### src/rtl/pipe_adder_pkg.sv
// pipe_adder_pkg: default geometry, parameter check, full-adder cell and stage record for pipe_adder.
// Optional subtract support is controlled by PIPE_ADDER_SUB_EN.
package pipe_adder_pkg;
  localparam int PA_WIDTH  = 32;
  localparam int PA_STAGES = 4;
  function automatic bit pa_legal(input int width, input int stages);
    return stages > 0 && width % stages == 0;
  endfunction
  function automatic logic [1:0] full_add(input logic x, input logic y, input logic c);
    return {(x & y) | (c & (x ^ y)), x ^ y ^ c};
  endfunction
  // Stage record at the default geometry; the top re-declares it at its own WIDTH.
  typedef struct packed {
    logic                valid;
    logic [PA_WIDTH-1:0] psum;
    logic                carry;
    logic                ovf;
    logic [PA_WIDTH-1:0] a_rem;
    logic [PA_WIDTH-1:0] b_rem;
`ifdef PIPE_ADDER_SUB_EN
    logic                sub;
`endif
  } stage_t;
endpackage

### src/rtl/adder_chunk.sv
// adder_chunk: combinational W-bit ripple adder built from full-adder cells.
// Also reports the carry into the MSB so the final stage can form signed overflow (PIPE_ADDER_SUB_EN independent).
module adder_chunk
  import pipe_adder_pkg::*;
#(
  parameter int W = 8
) (
  input  logic [W-1:0] a_i,
  input  logic [W-1:0] b_i,
  input  logic         c_i,
  output logic [W-1:0] s_o,
  output logic         c_o,
  output logic         c_msb_o
);
  logic cy;
  always_comb begin
    cy = c_i;
    c_msb_o = c_i;
    s_o = '0;
    for (int i = 0; i < W; i++) begin
      c_msb_o = cy;
      {cy, s_o[i]} = full_add(a_i[i], b_i[i], cy);
    end
    c_o = cy;
  end
endmodule

### src/rtl/pipe_adder.sv
// pipe_adder: pipelined ripple-carry adder, one CHUNK per stage, valid/ready on both sides.
// Define PIPE_ADDER_SUB_EN to add the sub input (a - b).
module pipe_adder
  import pipe_adder_pkg::*;
#(
  parameter int WIDTH  = PA_WIDTH,
  parameter int STAGES = PA_STAGES
) (
  input  logic             clk,
  input  logic             rst_n,
  input  logic             in_valid,
  output logic             in_ready,
  input  logic [WIDTH-1:0] a,
  input  logic [WIDTH-1:0] b,
  input  logic             cin,
`ifdef PIPE_ADDER_SUB_EN
  input  logic             sub,
`endif
  output logic             out_valid,
  input  logic             out_ready,
  output logic [WIDTH-1:0] sum,
  output logic             cout,
  output logic             ovf
);
  localparam int CHUNK = WIDTH / STAGES;
  if (!pa_legal(WIDTH, STAGES)) begin : g_bad
    $error("pipe_adder: STAGES must divide WIDTH exactly");
  end
  typedef struct packed {
    logic             valid;
    logic [WIDTH-1:0] psum;
    logic             carry;
    logic             ovf;
    logic [WIDTH-1:0] a_rem;
    logic [WIDTH-1:0] b_rem;
`ifdef PIPE_ADDER_SUB_EN
    logic             sub;
`endif
  } rec_t;
  rec_t in_rec;
  logic adv;
  assign adv      = !out_valid || out_ready;
  assign in_ready = adv;
  always_comb begin
    in_rec = '0;
    in_rec.valid = in_valid;
    in_rec.a_rem = a;
    in_rec.b_rem = b;
`ifdef PIPE_ADDER_SUB_EN
    in_rec.sub = sub;
    in_rec.carry = sub | cin;
`else
    in_rec.carry = cin;
`endif
  end
  for (genvar k = 0; k < STAGES; k++) begin : g_stg
    rec_t st_in, st_d, st_q;
    logic [CHUNK-1:0] cb, s;
    logic co, cm, unused_ok;
    if (k == 0) begin : g_first
      assign st_in = in_rec;
    end else begin : g_next
      assign st_in = g_stg[k-1].st_q;
    end
`ifdef PIPE_ADDER_SUB_EN
    assign cb = st_in.b_rem[k*CHUNK +: CHUNK] ^ {CHUNK{st_in.sub}};
`else
    assign cb = st_in.b_rem[k*CHUNK +: CHUNK];
`endif
    adder_chunk #(.W(CHUNK)) u_chunk (
      .a_i     (st_in.a_rem[k*CHUNK +: CHUNK]),
      .b_i     (cb),
      .c_i     (st_in.carry),
      .s_o     (s),
      .c_o     (co),
      .c_msb_o (cm)
    );
    // Consumed operand chunks and early-stage ovf bits are dead past this point.
    assign unused_ok = ^{st_in, st_q};
    always_comb begin
      st_d = st_in;
      st_d.psum[k*CHUNK +: CHUNK] = s;
      st_d.carry = co;
      st_d.ovf = cm ^ co;
    end
    always_ff @(posedge clk or negedge rst_n)
      if (!rst_n) st_q <= '0;
      else if (adv) st_q <= st_d;
  end
  assign out_valid = g_stg[STAGES-1].st_q.valid;
  assign sum       = g_stg[STAGES-1].st_q.psum;
  assign cout      = g_stg[STAGES-1].st_q.carry;
  assign ovf       = g_stg[STAGES-1].st_q.ovf;
endmodule

### config.mk
export PLATFORM = sky130hd
export DESIGN_NAME = pipe_adder
export DESIGN_NICKNAME = d
export VERILOG_FILES = /design/src/rtl/pipe_adder_pkg.sv /design/src/rtl/adder_chunk.sv /design/src/rtl/pipe_adder.sv
export SDC_FILE = /design/constraint.sdc
export NUM_CORES = 1
export LEC_CHECK = 0
export ABC_AREA = 1
export BUFFER_PORTS_ARGS = -buffer_cell sky130_fd_sc_hd__buf_2
export CORE_ASPECT_RATIO = 1.2
export CORE_MARGIN = 2
export CORE_UTILIZATION = 48
export DETAILED_ROUTE_END_ITERATION = 8
export PLACE_DENSITY_LB_ADDON = 0.05
export SYNTH_ARGS = -nofsm -noshare
export SYNTH_HDL_FRONTEND = slang
export SYNTH_SLANG_ARGS = --single-unit
### constraint.sdc
create_clock -name clk -period 3.54 [get_ports clk]
set_input_delay 0 -clock clk [delete_from_list [all_inputs] [get_ports clk]]
set_output_delay 0 -clock clk [all_outputs]
set_load 0.01 [all_outputs]
* After elaboration in Yosys (flattened, before gate mapping)
Index checks and enable logic that the tools add are counted.
Word-level totals: register bits 281, input port bits 69, output and inout port bits 36
Cells by class: bitwise operators 161, reduce and logical (&&, ||, !) cells 2
Operator list (number):
- 1-bit bitwise XOR | 65
- 1-bit bitwise AND | 64
- 1-bit bitwise OR | 32
- 1-bit zero test | 1
- 1-bit logical OR | 1

* Depth between registers and ports, before layout
depth after elaboration 18, gate-level depth with buffers 15, mapped depth without buffers 15

* Modules after synthesis
Synthesis repeated with hierarchy kept, for this count alone.
Second synthesis, totals: cells, all modules 809, area, all modules 7738.7 um^2
Modules (own cells, without submodules):
- pipe_adder | instances 1, cells an instance 737, area an instance 6947.9 um^2
- adder_chunk | instances 4, cells an instance 18, area an instance 197.7 um^2

* Worst setup path after synthesis
No wires, ideal clock.
path kind register to register, start register g_stg[2].st_q[24] (netlist name), end register g_stg[3].st_q (netlist bit sum[31]), arrival time 3.527 ns, setup slack -0.063 ns, stages on the path, launching flop included 13, buffers on the path 0, clock period less this slack 3.603 ns, cell sequence dfrtp_1 > fa_1 > fa_1 > fa_1 > fa_1 > fa_1 > inv_1 > fa_1 > inv_1 > fa_1 > inv_1 > fa_1 > o21ai_1
On the way: cells in the longest elaborated chain, start to end 16, elaborated cells between the ends (all ways) 17
RTL lines:
- start, declared | line pipe_adder.sv:57 | rec_t st_in, st_d, st_q;
- start signal, assigned | line pipe_adder.sv:88 | else if (adv) st_q <= st_d;
- 1-bit bitwise XOR | line pipe_adder_pkg.sv:10 | return {(x & y) | (c & (x ^ y)), x ^ y ^ c};
- 1-bit bitwise AND | line pipe_adder_pkg.sv:10
- 1-bit bitwise OR * | line pipe_adder_pkg.sv:10
- 1-bit bitwise AND * | line pipe_adder_pkg.sv:10
- 1-bit bitwise OR * | line pipe_adder_pkg.sv:10
- 1-bit bitwise AND * | line pipe_adder_pkg.sv:10
- 1-bit bitwise OR * | line pipe_adder_pkg.sv:10
- 1-bit bitwise AND * | line pipe_adder_pkg.sv:10
- 1-bit bitwise OR * | line pipe_adder_pkg.sv:10
- 1-bit bitwise AND * | line pipe_adder_pkg.sv:10
- 1-bit bitwise OR * | line pipe_adder_pkg.sv:10
- 1-bit bitwise AND * | line pipe_adder_pkg.sv:10
- 1-bit bitwise OR * | line pipe_adder_pkg.sv:10
- 1-bit bitwise AND * | line pipe_adder_pkg.sv:10
- 1-bit bitwise OR * | line pipe_adder_pkg.sv:10
- 1-bit bitwise XOR * | line pipe_adder_pkg.sv:10
- end signal, assigned | line pipe_adder.sv:88
- end, declared | line pipe_adder.sv:57
Every way passes the cells marked *; elsewhere a longest branch is shown, timed or not. A chain may end at the register's enable or synchronous reset.

* Worst setup path after layout
start input port b[1], end register g_stg[0].st_q[72] (netlist name)
On the way: cells in the longest elaborated chain, start to end 12, elaborated cells between the ends (all ways) 13
RTL lines:
- start, declared | line pipe_adder.sv:14 | input logic [WIDTH-1:0] b,
- 1-bit bitwise XOR | line pipe_adder_pkg.sv:10
- 1-bit bitwise AND | line pipe_adder_pkg.sv:10
- 1-bit bitwise OR * | line pipe_adder_pkg.sv:10
- 1-bit bitwise AND * | line pipe_adder_pkg.sv:10
- 1-bit bitwise OR * | line pipe_adder_pkg.sv:10
- 1-bit bitwise AND * | line pipe_adder_pkg.sv:10
- 1-bit bitwise OR * | line pipe_adder_pkg.sv:10
- 1-bit bitwise AND * | line pipe_adder_pkg.sv:10
- 1-bit bitwise OR * | line pipe_adder_pkg.sv:10
- 1-bit bitwise AND * | line pipe_adder_pkg.sv:10
- 1-bit bitwise OR * | line pipe_adder_pkg.sv:10
- 1-bit bitwise XOR * | line pipe_adder_pkg.sv:10
- named net g_stg[0].s[6] | line pipe_adder.sv:58 | logic [CHUNK-1:0] cb, s;
- end signal, assigned | line pipe_adder.sv:88
- end, declared | line pipe_adder.sv:57
The timed path passes the listed nets; every way through them passes the cells marked *.

==> results.yml <==
die:
  rows: 51
  pin_count: 105
  die_y_um: 144
  core_um2: 16100
  die_w_um: 120
  start_util: 0.485
  die_area_um2: 17300
synth:
  synthAdderAreaFrac: 0.0822
  yosys-top-cells-area: "dfrtp_1, nand2_1, fa_1, o21ai_1, inv_1"
  synth-xor-area-share: 0
  synthMuxAreaShare: 0
  synth_top_area_cell: "dfrtp_1"
  syn_area_per_cell_um2: 9.99
  synth_nets: 881
  ys_types: 17
  synth_top_family_by_area: "simple AND/OR/NAND/NOR gates"
  ys_seq_area_frac: 0.594
  post-synth-top-area-fraction: 0.594
  synth_compound_area_frac: 0.0692
  yosys_warnings: 0
  syn_inst: 780
  syn_area_um2: 7790
  synth-seq-cells: 185
  synthSimpleGateAreaFrac: 0.168
place:
  gp_congestion: 0.762
  post-place-ws_ns: -0.178
  portBuffers: 104
  dp_hpwl_mm: 8.49
cts:
  cts_buffer_depth: 2
  clk_pin_slew_ns: 0.06
  cts_sinks: 185
  clkLatencyLatePin_ns: 0.42
  cts_root_buffer: "clkbuf_16"
  numCtsBuffers: 17
  cts_tree: "done"
  h-tree-depth: 4
route:
  routed_wl_mm: 14.5
  wl_per_cell_um: 12.6
  drt-pass1-iter-count: 4
  drtIter0Drc: 353
  via_per_inst: 4.60
  remaining_drc_errors: 0
  drtAntennaViolNets: 0
  dr_total_vias: 5329
global_route:
  grt_pass1_wl_mm: 25.0
  grt_max_degree: 188
  antenna_found_initial: 0
  grt_use_total: 0.183
  grt_pass1_vias: 5402
  grt_remaining_overflow: 0
cells_and_area:
  area_growth_pct: 23.8
  layout-drive-gt1-share: 0.186
  layout_commonest_cell: "nand2_1"
  fin_util: 0.600
  nNetsFinal: 1036
  antenna_cells: 0
  final_cell_mix: "nand2_1, dfrtp_1, buf_2"
sta:
  worst_hold_slack_ns: 0.160
  rsz0062_at_grt: "yes"
  setup_viol: 0
  fin_crit_sh: 0.979
  setup_ws_ns: 0.0744
  finalHoldViolations: 0
  relSlewSlack: 0.300
  skew_ns: 0.00783
  finalCriticalPeriod_ns: 3.47
  drv_slew: 0
  tightestPinTransition_ns: 1.05
  max_freq_ghz: 0.289
hold_path:
  min_path_type: "input pin to flip-flop"
job:
  maxCapViolCount: 0
pwr:
  powerDensity_nw_per_um2: 850
  ir_drop_uv: 843
  p_leak_nw: 4.90
critical_path:
  startpoint_type: "input pin"
  crit_fanout: 1
  crit_type: "input pin to flip-flop"
  endpoint_kind: "flip-flop"
  cp.required_ns: 3.90
  cp.arrival_ns: 3.83
outcome:
  run_status: "completed"
worst paths after layout:
| path | from | endpoint | slack, ns | cells past startpoint |
|---|---|---|---|---|
| worst max register to register | g_stg[2].st_q[24] | sum[31] | 0.10 | 12 |
| max in group asynchronous | rst_n | g_stg[0].st_q[26] | 2.39 | 3 |
| worst min register to register | g_stg[1].st_q[63] | g_stg[1].st_q[63] | 0.47 | 2 |
| min in group asynchronous | rst_n | g_stg[0].st_q[18] | 0.23 | 2 |
| worst min-delay path | out_ready | g_stg[1].st_q[63] | 0.16 | 5 |
| worst max-delay path | b[1] | g_stg[0].st_q[72] | 0.07 | 11 |
kinds of logic after synthesis:
group                      count (synthesis)
buffers and inverters                    113
and+or+nand+nor                          343
AOI/OAI and AO/OA                        107
DFF                                      185
adders and majority gates                 32
synthesized netlist by cell type:
library cell / count
nand3_2: 1
clkbuf_1: 5
nand2_1: 335
buf_4: 8
nand2_2: 6
dfrtp_1: 185
inv_1: 72
o21ai_0: 50
buf_2: 12
inv_2: 1
fa_1: 32
buf_12: 7
nor2_2: 1
o21ai_1: 56
clkbuf_8: 1
buf_8: 7
o21ai_2: 1
report_power, final:
part	total [mW]	leakage (nW)	internal (mW)	switching, mW
Clock	2.11	0.316	1.35	0.760
Combinational	2.57	2.34	1.08	1.50
Sequential	3.51	2.25	3.03	0.482
cell type report:
class | count | area, um2
Fill cell | 1443 | 6440
Sequential cell | 185 | 4630
Clock buffer | 22 | 464
Tap cell | 212 | 265
Multi-Input combinational cell | 482 | 2560
Inverter | 73 | 274
Clock inverter | 8 | 193
Timing Repair Buffer | 176 | 1260
registers in the layout, indices dropped and copies added, names as in the netlist:
signal / count
sum: 32
ovf: 1
g_stg.st_q: 150
cout: 1
out_valid: 1
critical path, stage by stage:
cell           delay, ns
dlygate4sd3_1       0.53
buf_2               0.13
fa_1                0.40
fa_1                0.39
fa_1                0.39
fa_1                0.40
fa_1                0.39
fa_1                0.48
dlygate4sd3_1       0.56
nand2_1             0.06
nand2_1             0.10
metal layers:
layer / track usage / part of all wire / routed length, um / vias up
li1: - / - / - / 2678
met2: 0.294 / 0.49 / 7130 / 83
met4: 0.0643 / 0.010 / 147 / 0
met3: 0.0433 / 0.034 / 501 / 12
met5: 0 / 0 / 0 / -
met1: 0.247 / 0.47 / 6770 / 2556
through the flow:
| step | setup TNS (ns) | cell area (um2) | power, mW | instances |
|---|---|---|---|---|
| 2_1_floorplan | 0 | 7800 | 5.34 | 780 |
| 3_3_place_gp | -0.259 | 8280 | 5.91 | 1062 |
| 3_5_place_dp | -0.507 | 8280 | 6.01 | 1062 |
| 4_1_cts | 0 | 9620 | 8.28 | 1157 |
| 5_1_grt | -0.0477 | 9640 | 8.89 | 1158 |
| 6_report | 0 | 9640 | 8.20 | 1158 |
repair_timing:
item	CTS	global route
resized for setup	13	13
endpoints found under the setup margin	4	4
hold buffers	65	0
pin swaps	0	4
endpoints found under the hold margin	160	0
setup buffers	0	1
Power figures use the tool's default switching activity.
